### config.mk
export PLATFORM = sky130hd
export DESIGN_NAME = age_issue_queue
export DESIGN_NICKNAME = d
export VERILOG_FILES = /design/src/rtl/age_issue_pkg.sv /design/src/rtl/age_oldest_select.sv /design/src/rtl/age_issue_queue.sv
export SDC_FILE = /design/constraint.sdc
export NUM_CORES = 1
export LEC_CHECK = 0
export BUFFER_PORTS_ARGS = -buffer_cell sky130_fd_sc_hd__clkbuf_2
export CORE_ASPECT_RATIO = 0.8
export CORE_MARGIN = 2
export CORE_UTILIZATION = 49
export CTS_BUF_LIST = sky130_fd_sc_hd__clkbuf_4 sky130_fd_sc_hd__clkbuf_8
export DETAILED_ROUTE_END_ITERATION = 12
export PLACE_DENSITY = 0.69
export SLEW_MARGIN = 10
export SYNTH_ARGS = -nofsm -noshare
export SYNTH_HDL_FRONTEND = slang
export SYNTH_HIERARCHICAL = 1
export SYNTH_SLANG_ARGS = --single-unit
### constraint.sdc
create_clock -name clk_i -period 6.8 [get_ports clk_i]
set_input_delay 0.68 -clock clk_i [delete_from_list [all_inputs] [get_ports clk_i]]
set_output_delay 0.68 -clock clk_i [all_outputs]
set_load 0.05 [all_outputs]
### src/rtl/age_issue_pkg.sv
// ============================================================================
// Module  : age_issue_pkg
// Purpose : Shared defaults and width helpers for the age-ordered issue queue.
// Revision: 1.0 - initial release
// ============================================================================
`default_nettype none

package age_issue_pkg;

    localparam int DEF_NUM_ENTRIES = 8;
    localparam int DEF_NUM_ENQ     = 2;
    localparam int DEF_NUM_ISS     = 2;
    localparam int DEF_DATA_WIDTH  = 32;

    // Width able to hold the values 0..n inclusive.
    function automatic int cnt_width(input int n);
        return $clog2(n + 1);
    endfunction

    // Width of an index into n items, never narrower than one bit.
    function automatic int idx_width(input int n);
        return (n > 1) ? $clog2(n) : 1;
    endfunction

endpackage

`default_nettype wire

### src/rtl/age_oldest_select.sv
// ============================================================================
// Module  : age_oldest_select
// Purpose : Picks the 1st..NumIss-th oldest eligible slots from an age matrix.
// Revision: 1.0 - initial release
// ============================================================================
`default_nettype none

module age_oldest_select
    import age_issue_pkg::*;
#(
    parameter int NumEntries = DEF_NUM_ENTRIES,
    parameter int NumIss     = DEF_NUM_ISS
) (
    input  logic [NumEntries*NumEntries-1:0] age_i,
    input  logic [NumEntries-1:0]            elig_i,
    output logic [NumIss*NumEntries-1:0]     sel_o
);

    localparam int RankW = cnt_width(NumEntries);

    logic [RankW-1:0] rank [NumEntries];

    // A slot's rank is how many eligible slots are older than it; rank k feeds lane k.
    always_comb begin
        for (int i = 0; i < NumEntries; i++) begin
            rank[i] = '0;
            for (int c = 0; c < NumEntries; c++) begin
                if ((c != i) && elig_i[c] && age_i[c*NumEntries + i]) begin
                    rank[i] = rank[i] + 1'b1;
                end
            end
        end
    end

    always_comb begin
        sel_o = '0;
        for (int k = 0; k < NumIss; k++) begin
            for (int i = 0; i < NumEntries; i++) begin
                if (elig_i[i] && (rank[i] == RankW'(k))) begin
                    sel_o[k*NumEntries + i] = 1'b1;
                end
            end
        end
    end

endmodule

`default_nettype wire

### src/rtl/age_issue_queue.sv
// ============================================================================
// Module  : age_issue_queue
// Purpose : Multi-lane enqueue / multi-lane oldest-first issue queue.
// Revision: 1.0 - initial release
// ============================================================================
`default_nettype none

module age_issue_queue
    import age_issue_pkg::*;
#(
    parameter int NumEntries = DEF_NUM_ENTRIES,
    parameter int NumEnq     = DEF_NUM_ENQ,
    parameter int NumIss     = DEF_NUM_ISS,
    parameter int DataWidth  = DEF_DATA_WIDTH
) (
    input  logic                               clk_i,
    input  logic                               rst_ni,
    input  logic                               flush_i,
    input  logic [NumEnq-1:0]                  enq_valid_i,
    input  logic [NumEnq*DataWidth-1:0]        enq_data_i,
    output logic [NumEnq-1:0]                  enq_ready_o,
    output logic [NumEnq*NumEntries-1:0]       enq_slot_o,
    input  logic [NumEntries-1:0]              slot_rdy_i,
    output logic [NumIss-1:0]                  iss_valid_o,
    output logic [NumIss*DataWidth-1:0]        iss_data_o,
    output logic [NumIss*NumEntries-1:0]       iss_slot_o,
    input  logic [NumIss-1:0]                  iss_ready_i,
    output logic [cnt_width(NumEntries)-1:0]   count_o,
    output logic                               full_o,
    output logic                               empty_o
);

    localparam int CntW  = cnt_width(NumEntries);
    localparam int LaneW = idx_width(NumEnq);

    logic [NumEntries-1:0]            valid_q, valid_d;
    logic [NumEntries*NumEntries-1:0] age_q, age_d;
    logic [DataWidth-1:0]             data_q [NumEntries];
    logic [DataWidth-1:0]             data_d [NumEntries];

    logic [CntW-1:0]                  free_cnt;
    logic [NumEnq*NumEntries-1:0]     alloc;
    logic [NumEnq-1:0]                enq_fire;
    logic [NumEntries-1:0]            new_mask;
    logic [LaneW-1:0]                 new_lane [NumEntries];
    logic [NumIss*NumEntries-1:0]     iss_sel;
    logic [NumEntries-1:0]            iss_clr;
    logic [CntW-1:0]                  count;

    // Allocation looks only at registered valid, so slots issued this cycle stay unavailable.
    always_comb begin
        free_cnt = '0;
        alloc    = '0;
        for (int i = 0; i < NumEntries; i++) begin
            if (!valid_q[i]) begin
                for (int j = 0; j < NumEnq; j++) begin
                    if (free_cnt == CntW'(j)) begin
                        alloc[j*NumEntries + i] = 1'b1;
                    end
                end
                free_cnt = free_cnt + 1'b1;
            end
        end
    end

    generate
        for (genvar j = 0; j < NumEnq; j++) begin : g_enq_rdy
            assign enq_ready_o[j] = (free_cnt > CntW'(j));
        end
    endgenerate

    assign enq_slot_o = alloc;
    assign enq_fire   = enq_valid_i & enq_ready_o;

    always_comb begin
        new_mask = '0;
        data_d   = data_q;
        for (int i = 0; i < NumEntries; i++) begin
            new_lane[i] = '0;
        end
        for (int j = 0; j < NumEnq; j++) begin
            for (int i = 0; i < NumEntries; i++) begin
                if (enq_fire[j] && alloc[j*NumEntries + i]) begin
                    new_mask[i] = 1'b1;
                    new_lane[i] = LaneW'(j);
                    data_d[i]   = enq_data_i[j*DataWidth +: DataWidth];
                end
            end
        end
    end

    age_oldest_select #(
        .NumEntries (NumEntries),
        .NumIss     (NumIss)
    ) u_select (
        .age_i  (age_q),
        .elig_i (valid_q & slot_rdy_i),
        .sel_o  (iss_sel)
    );

    assign iss_slot_o = iss_sel;

    always_comb begin
        iss_valid_o = '0;
        iss_data_o  = '0;
        iss_clr     = '0;
        for (int k = 0; k < NumIss; k++) begin
            iss_valid_o[k] = |iss_sel[k*NumEntries +: NumEntries];
            for (int i = 0; i < NumEntries; i++) begin
                if (iss_sel[k*NumEntries + i]) begin
                    iss_data_o[k*DataWidth +: DataWidth] =
                        iss_data_o[k*DataWidth +: DataWidth] | data_q[i];
                    if (iss_ready_i[k]) begin
                        iss_clr[i] = 1'b1;
                    end
                end
            end
        end
    end

    // New rows say "older than nobody except later same-cycle lanes"; new columns mark every survivor older.
    always_comb begin
        age_d = age_q;
        for (int r = 0; r < NumEntries; r++) begin
            for (int c = 0; c < NumEntries; c++) begin
                if (r == c) begin
                    age_d[r*NumEntries + c] = 1'b0;
                end else if (new_mask[r] && new_mask[c]) begin
                    age_d[r*NumEntries + c] = (new_lane[r] < new_lane[c]);
                end else if (new_mask[r]) begin
                    age_d[r*NumEntries + c] = 1'b0;
                end else if (new_mask[c]) begin
                    age_d[r*NumEntries + c] = 1'b1;
                end
            end
        end
    end

    always_comb begin
        if (flush_i) begin
            valid_d = '0;
        end else begin
            valid_d = (valid_q & ~iss_clr) | new_mask;
        end
    end

    always_ff @(posedge clk_i or negedge rst_ni) begin
        if (!rst_ni) begin
            valid_q <= '0;
            age_q   <= '0;
        end else begin
            valid_q <= valid_d;
            age_q   <= age_d;
        end
    end

    always_ff @(posedge clk_i) begin
        data_q <= data_d;
    end

    always_comb begin
        count = '0;
        for (int i = 0; i < NumEntries; i++) begin
            count = count + CntW'(valid_q[i]);
        end
    end

    assign count_o = count;
    assign full_o  = (count == CntW'(NumEntries));
    assign empty_o = (count == '0);

endmodule

`default_nettype wire

==> results of run 1 <==
[cell families after synthesis]
group           Yosys count
xor+xnor                 85
simple gates            824
other cells               1
compound gates          479
mux                     106
fa+ha+maj                74
buf+inv                 208
flops                   320
[sequential cells by signal (all words and copies together) (netlist names)]
signal   flops
age_q       56
data_q     256
valid_q      8
[final cells by class]
cell class	count	area (um2)	share of cell area
clock buffer	68	823	0.0323
clock inverter	21	166	0.00654
inverter	59	223	0.00875
multi-input combinational	1569	10900	0.430
sequential	320	9290	0.365
tap	552	691	0.0271
timing repair buffer	300	3310	0.130
[what timing repair did]
item | 4_1_cts | 5_1_grt
buffers inserted | 1 | 25
setup endpoints to repair | 70 | 157
gates cloned | 1 | 8
gates resized for setup | 8 | 60
pin swaps | 1 | 20
[routing by layer]
metal / up-vias / track usage / part of all wire
met4: 4 / 0.142 / 0.047
met2: 1518 / 0.530 / 0.45
li1: 8235 / - / -
met5: - / 0 / 0.00032
met1: 9087 / 0.447 / 0.37
met3: 309 / 0.0842 / 0.13
[stage by stage]
| step | setup WS [ps] | instances | instance area [um2] | TNS [ps] |
|---|---|---|---|---|
| floorplan | 38.5 | 2097 | 20900 | 0 |
| global placement | 286 | 2765 | 23800 | 0 |
| detailed placement | 144 | 2765 | 23800 | 0 |
| CTS | 7.38 | 2856 | 24900 | 0 |
| global route | -84.7 | 2889 | 25500 | -3210 |
| finish | 151 | 2889 | 25500 | 0 |
[placed cells by master, fill, tap and decap left out, types with 6 or more instances in the layout]
cell type and count:
sky130_fd_sc_hd__inv_1 57, sky130_fd_sc_hd__nand3b_1 8, sky130_fd_sc_hd__nand2_1 460, sky130_fd_sc_hd__clkinv_1 9, sky130_fd_sc_hd__nand2b_1 6, sky130_fd_sc_hd__nand2_2 9, sky130_fd_sc_hd__buf_4 72, sky130_fd_sc_hd__nor2_1 65
sky130_fd_sc_hd__nand3_1 49, sky130_fd_sc_hd__o22ai_1 8, sky130_fd_sc_hd__mux2_2 68, sky130_fd_sc_hd__clkbuf_4 19, sky130_fd_sc_hd__xnor2_1 38, sky130_fd_sc_hd__dfrtp_1 63, sky130_fd_sc_hd__o211a_1 8, sky130_fd_sc_hd__buf_12 94
sky130_fd_sc_hd__clkbuf_16 6, sky130_fd_sc_hd__o21a_1 6, sky130_fd_sc_hd__nand4_1 79, sky130_fd_sc_hd__clkbuf_2 116, sky130_fd_sc_hd__a21oi_1 44, sky130_fd_sc_hd__ha_1 68, sky130_fd_sc_hd__a31oi_1 9, sky130_fd_sc_hd__or3_1 7
sky130_fd_sc_hd__and3_1 26, sky130_fd_sc_hd__clkinv_2 7, sky130_fd_sc_hd__nor3_1 11, sky130_fd_sc_hd__edfxtp_1 256, sky130_fd_sc_hd__mux2_1 27, sky130_fd_sc_hd__clkbuf_8 50, sky130_fd_sc_hd__and2_1 36, sky130_fd_sc_hd__xor2_1 23
sky130_fd_sc_hd__nand3_2 6, sky130_fd_sc_hd__o21ai_0 44, sky130_fd_sc_hd__buf_6 6, sky130_fd_sc_hd__a211oi_1 6, sky130_fd_sc_hd__o211ai_1 14, sky130_fd_sc_hd__a22oi_1 262, sky130_fd_sc_hd__xnor3_1 13
[path summary, 6_finish.rpt]
path / from / to / slack, ps / cells past startpoint
max in group asynchronous: rst_ni / valid_q[0] / 5920 / 2
hold reg to reg: age_q[16] / age_q[16] / 520 / 2
min in group clk_i: enq_data_i[9] / data_q[233] / 350 / 1
setup reg to reg: valid_q[0] / data_q[181] / 580 / 22
hold / removal: rst_ni / valid_q[1] / 270 / 2
setup / recovery: valid_q[0] / iss_data_o[33] / 150 / 24
[critical path: stages (launching register included)]
cell and delay, ps:
sky130_fd_sc_hd__dfrtp_2 430, sky130_fd_sc_hd__and2_4 190, sky130_fd_sc_hd__and2_1 150, sky130_fd_sc_hd__inv_1 70
sky130_fd_sc_hd__ha_1 340, sky130_fd_sc_hd__xnor2_2 170, sky130_fd_sc_hd__ha_1 300, sky130_fd_sc_hd__and3b_1 210
sky130_fd_sc_hd__a31oi_4 200, sky130_fd_sc_hd__ha_1 270, sky130_fd_sc_hd__nand3_1 100, sky130_fd_sc_hd__nand2_1 70
sky130_fd_sc_hd__ha_1 290, sky130_fd_sc_hd__and3_1 170, sky130_fd_sc_hd__a311o_1 330, sky130_fd_sc_hd__ha_1 220
sky130_fd_sc_hd__xnor3_1 350, sky130_fd_sc_hd__nor3b_2 170, sky130_fd_sc_hd__o21ai_2 230, sky130_fd_sc_hd__nor4_4 90
sky130_fd_sc_hd__buf_4 180, sky130_fd_sc_hd__buf_4 170, sky130_fd_sc_hd__a22oi_1 190, sky130_fd_sc_hd__nand4_1 250
sky130_fd_sc_hd__buf_12 230
==> impl_metrics.json, run 1 <==
{
  "layout_worst_path_cycle_share": 0.978,
  "io_pins": 185,
  "row_count": 67,
  "crit_type": "reg -> out",
  "clock.fmax_mhz": 150,
  "synth.cell_area_mm2": 0.0207,
  "fin_worst_skew_ps": 34.5,
  "synthTopCellsByArea": "sky130_fd_sc_hd__edfxtp_1 (37%), sky130_fd_sc_hd__a22oi_1 (9.5%), sky130_fd_sc_hd__nand2_1 (8.5%), sky130_fd_sc_hd__dfrtp_1 (7.7%), sky130_fd_sc_hd__ha_1 (4.2%)",
  "ant_nets": 0,
  "areaGrowthSynthToFinish_pct": 22.7,
  "clkTransAtPathRegs_ps": 70,
  "detail_route.iter0.violations": 2368,
  "gpl.final_weighted_congestion": 0.911,
  "synthArstFlopShare": 0.200,
  "diodes": 0,
  "clock_sinks": 320,
  "tritoncts": "yes",
  "numCtsBuffers": 49,
  "synth_top_family_by_area": "simple AND/OR/NAND/NOR gates",
  "routed_via_density": 6.63,
  "min-delay-path-class": "in -> async",
  "cts.htree.levels": 2,
  "drt_pass1_iterations": 6,
  "synth-compound-area-share": 0.166,
  "total_detailed_routing_wirelength_mm": 77.6,
  "timing.max_slew.rel_slack": 0.398,
  "number_of_antenna_violations_at_the_first_check_in_global_routing": 2,
  "yosys_warnings": 6,
  "maxCapViolations": 0,
  "hold_viol": 0,
  "synth.lib_cells_used.distinct": 90,
  "synth-adder-area-share": 0.0461,
  "clk_path_buf_depth": 3,
  "route.detailed.drc": 0,
  "setup_violations": 0,
  "chipWidth_um": 234,
  "synth.most_common_cell": "sky130_fd_sc_hd__nand2_1",
  "core_area_mm2": 0.0418,
  "register_bit_total_from_synthesis": 320,
  "outcome": "finished clean",
  "utilization": 0.608,
  "worstMarginPinSlew_ps": 891,
  "ys_seq_area_frac": 0.448,
  "worstSetupEndpointType": "output port",
  "num-nets-final": 2452,
  "grt_use_total": 0.338,
  "synth_top_cell_by_area": "sky130_fd_sc_hd__edfxtp_1",
  "clk_tree_root_cell": "sky130_fd_sc_hd__clkbuf_8",
  "clkLatencyLatePin_ps": 610,
  "synth_mux_area_frac": 0.0576,
  "initial_core_util": 0.496,
  "cp_max_fo": 9,
  "post_synth.cell_area_avg_um2": 9.89,
  "timing_max_transition_violations_final": 0,
  "floorplan.die_area_mm2": 0.0440,
  "xor_xnor_cell_area_share_of_the_yosys_netlist": 0.0504,
  "grt_pass1_vias": 18900,
  "synthTopCellsByCount": "sky130_fd_sc_hd__nand2_1 (468), sky130_fd_sc_hd__a22oi_1 (262), sky130_fd_sc_hd__edfxtp_1 (256)",
  "worst_case_hold_slack_ps": 273,
  "fraction_of_final_layout_cells_with_drive_strength_greater_than_1": 0.229,
  "yosys_most_used_dff": "sky130_fd_sc_hd__edfxtp_1",
  "post_cts_hold_buffer_count": 0,
  "chipHeight_um": 188,
  "routed_wire_length_per_instance_um": 26.9,
  "detailedPlacementHpwl_mm": 45.9,
  "vias_after_detailed_routing": 19200,
  "fill_cells": 3359,
  "arrival_ps": 5970,
  "synth_fp_nets": 2250,
  "timing.critical_path.from_type": "flop",
  "number_of_synthesized_flops_with_an_enable_pin": 256,
  "grt_start_max_net_pins": 65,
  "grt-ovfl-total": 0,
  "synth_cells": 2097,
  "grt_pass1_wl_mm": 113,
  "required_ps": 6120,
  "port-buffer-count": 183,
  "netlist.area_leader.share": 0.371,
  "synth_simple_gate_area_share": 0.186,
  "period_needed_ps": 6650
}
Power of run 1 is left out: the tool's default activity adds up to more than one toggle a clock period on the data nets, which glitch-free logic cannot reach.
==> run 2: changes to the inputs <==
PLACE_DENSITY = 0.77   (was 0.69)
==> run 2 against run 1 <==
Against the previous run:
- routed wire length increased by 1.5%
- first-iteration DRC count up 31%
- critical path type unchanged
- sequential share of layout area down 0.56 points
- global-route usage down 0.41 points
- cell count rose by 0.66%
- worst setup slack lost 69 ps
- largest cell class unchanged
- via count up 2.6%
- non-clock buffer count increased by 10
- maximum frequency is 1.0% lower
- core utilization up 0.95 points
- sequential cell count stayed put
==> impl_metrics.json, run 2 (synthesized netlist as in run 1, its figures left out) <==
{
  "fraction_of_final_layout_cells_with_drive_strength_greater_than_1": 0.240,
  "cts.htree.levels": 2,
  "mostFrequentLayoutCells": "sky130_fd_sc_hd__nand2_1 (461), sky130_fd_sc_hd__a22oi_1 (257), sky130_fd_sc_hd__edfxtp_1 (256)",
  "clock_sinks": 320,
  "number_of_antenna_violations_at_the_first_check_in_global_routing": 4,
  "tritoncts": "yes",
  "setup_total_negative_slack_ps": 0,
  "areaGrowthSynthToFinish_pct": 24.6,
  "io_pins": 185,
  "row_count": 67,
  "min-delay-path-class": "in -> async",
  "post_detailed_placement_cell_area_mm2": 0.0238,
  "timing.critical_path.from_type": "flop",
  "initial_core_util": 0.496,
  "outcome": "finished clean",
  "setup_violations": 0,
  "routed_wire_length_per_instance_um": 27.1,
  "numCtsBuffers": 51,
  "clkLatencyLatePin_ps": 640,
  "route.detailed.drc": 0,
  "floorplan.die_area_mm2": 0.0440,
  "largest_register_ff_count": 256,
  "chipHeight_um": 188,
  "clk_path_buf_depth": 3,
  "cpPeakStageDelay_ps": 440,
  "largest_registers": "data_q x256, age_q x56, valid_q x8",
  "timing.max_slew.rel_slack": 0.390,
  "worstSetupEndpointType": "output port",
  "timing_max_transition_violations_final": 0,
  "grt_use_total": 0.334,
  "detail_route.iter0.violations": 3095,
  "worstMarginPinSlew_ps": 915,
  "grt_pass1_wl_mm": 112,
  "utilization": 0.618,
  "detailedPlacementHpwl_mm": 45.1,
  "critPathMostFrequentCell": "sky130_fd_sc_hd__ha_1",
  "fin_worst_skew_ps": 45.9,
  "gpl.final_weighted_congestion": 0.927,
  "hold_viol": 0,
  "crit_type": "reg -> out",
  "clkTransAtPathRegs_ps": 70,
  "cp_max_fo": 7,
  "port-buffer-count": 183,
  "arrival_ps": 6040,
  "grt_start_max_net_pins": 65,
  "fill_cells": 3186,
  "chipWidth_um": 234,
  "clk_tree_root_cell": "sky130_fd_sc_hd__clkbuf_8",
  "layout_worst_path_cycle_share": 0.988,
  "ant_nets": 0,
  "total_detailed_routing_wirelength_mm": 78.8,
  "final_common_cell": "sky130_fd_sc_hd__nand2_1",
  "grt-ovfl-total": 0,
  "vias_after_detailed_routing": 19700,
  "clock.fmax_mhz": 149,
  "routed_via_density": 6.76,
  "final_design_area_no_fill_mm2": 0.0258,
  "core_area_mm2": 0.0418,
  "period_needed_ps": 6720,
  "required_ps": 6120,
  "grt_pass1_vias": 19300,
  "maxCapViolations": 0,
  "largest_reg_by_ff_count": "data_q",
  "drt_pass1_iterations": 6,
  "num-nets-final": 2464,
  "cp_slowest_cell": "sky130_fd_sc_hd__dfrtp_2"
}
## run 2: repair_timing
action / in CTS / in global routing
hold buffers: 0 / 0
buffers inserted: 6 / 36
setup endpoints to repair: 68 / 76
resized for setup: 12 / 84
gates cloned: 3 / 9
pin swaps: 10 / 30
## run 2: area by class of cell
class                           instances  area [um2]  share of cell area
Sequential cell                       320        9290               0.359
Clock inverter                         28         219             0.00847
Multi-Input combinational cell       1569       11100               0.430
Clock buffer                           67         841              0.0325
Inverter                               59         223             0.00862
Tap cell                              552         691              0.0267
Timing Repair Buffer                  310        3470               0.134
Antenna cell                            3        7.51            0.000290
## run 2: final timing paths
| kind | end | slack [ps] | startpoint | depth (start not counted) |
|---|---|---|---|---|
| worst max-delay path | iss_data_o[32] | 80 | valid_q[1] | 28 |
| worst min-delay path | age_q[17] | 270 | rst_ni | 2 |
| max in group asynchronous | valid_q[1] | 5910 | rst_ni | 2 |
| min in group clk_i | data_q[232] | 330 | enq_data_i[8] | 1 |
| worst max register to register | data_q[92] | 360 | valid_q[1] | 25 |
| worst min register to register | age_q[8] | 490 | age_q[8] | 2 |
## run 2: metal layers
| layer | global-route usage | part of all wire | up-vias |
|---|---|---|---|
| met5 | 0 | 0.00037 | - |
| met4 | 0.185 | 0.066 | 4 |
| met3 | 0.0908 | 0.15 | 422 |
| met2 | 0.508 | 0.44 | 1710 |
| met1 | 0.432 | 0.35 | 9259 |
| li1 | - | - | 8256 |
## run 2: metrics by stage
stage | setup WS [ps] | hold WS, ps | cells
after floorplan | 38.5 | 384 | 2097
after global placement | 324 | 482 | 2757
after detailed placement | 264 | 482 | 2757
after CTS | 0.781 | 271 | 2861
after global routing | -85.5 | 332 | 2907
final | 82.5 | 267 | 2908
## run 2: worst max-delay path, delay by kind of cell, from the launching register on
family / cells / cell delay, ps
buffers and inverters: 7 / 1010
adder cells (fa/ha/maj): 5 / 1260
XOR/XNOR: 1 / 350
AO/OA/AOI/OAI: 5 / 890
AND/OR/NAND/NOR: 10 / 1440
flip-flops: 1 / 440
Power of run 2 is left out for the same reason.
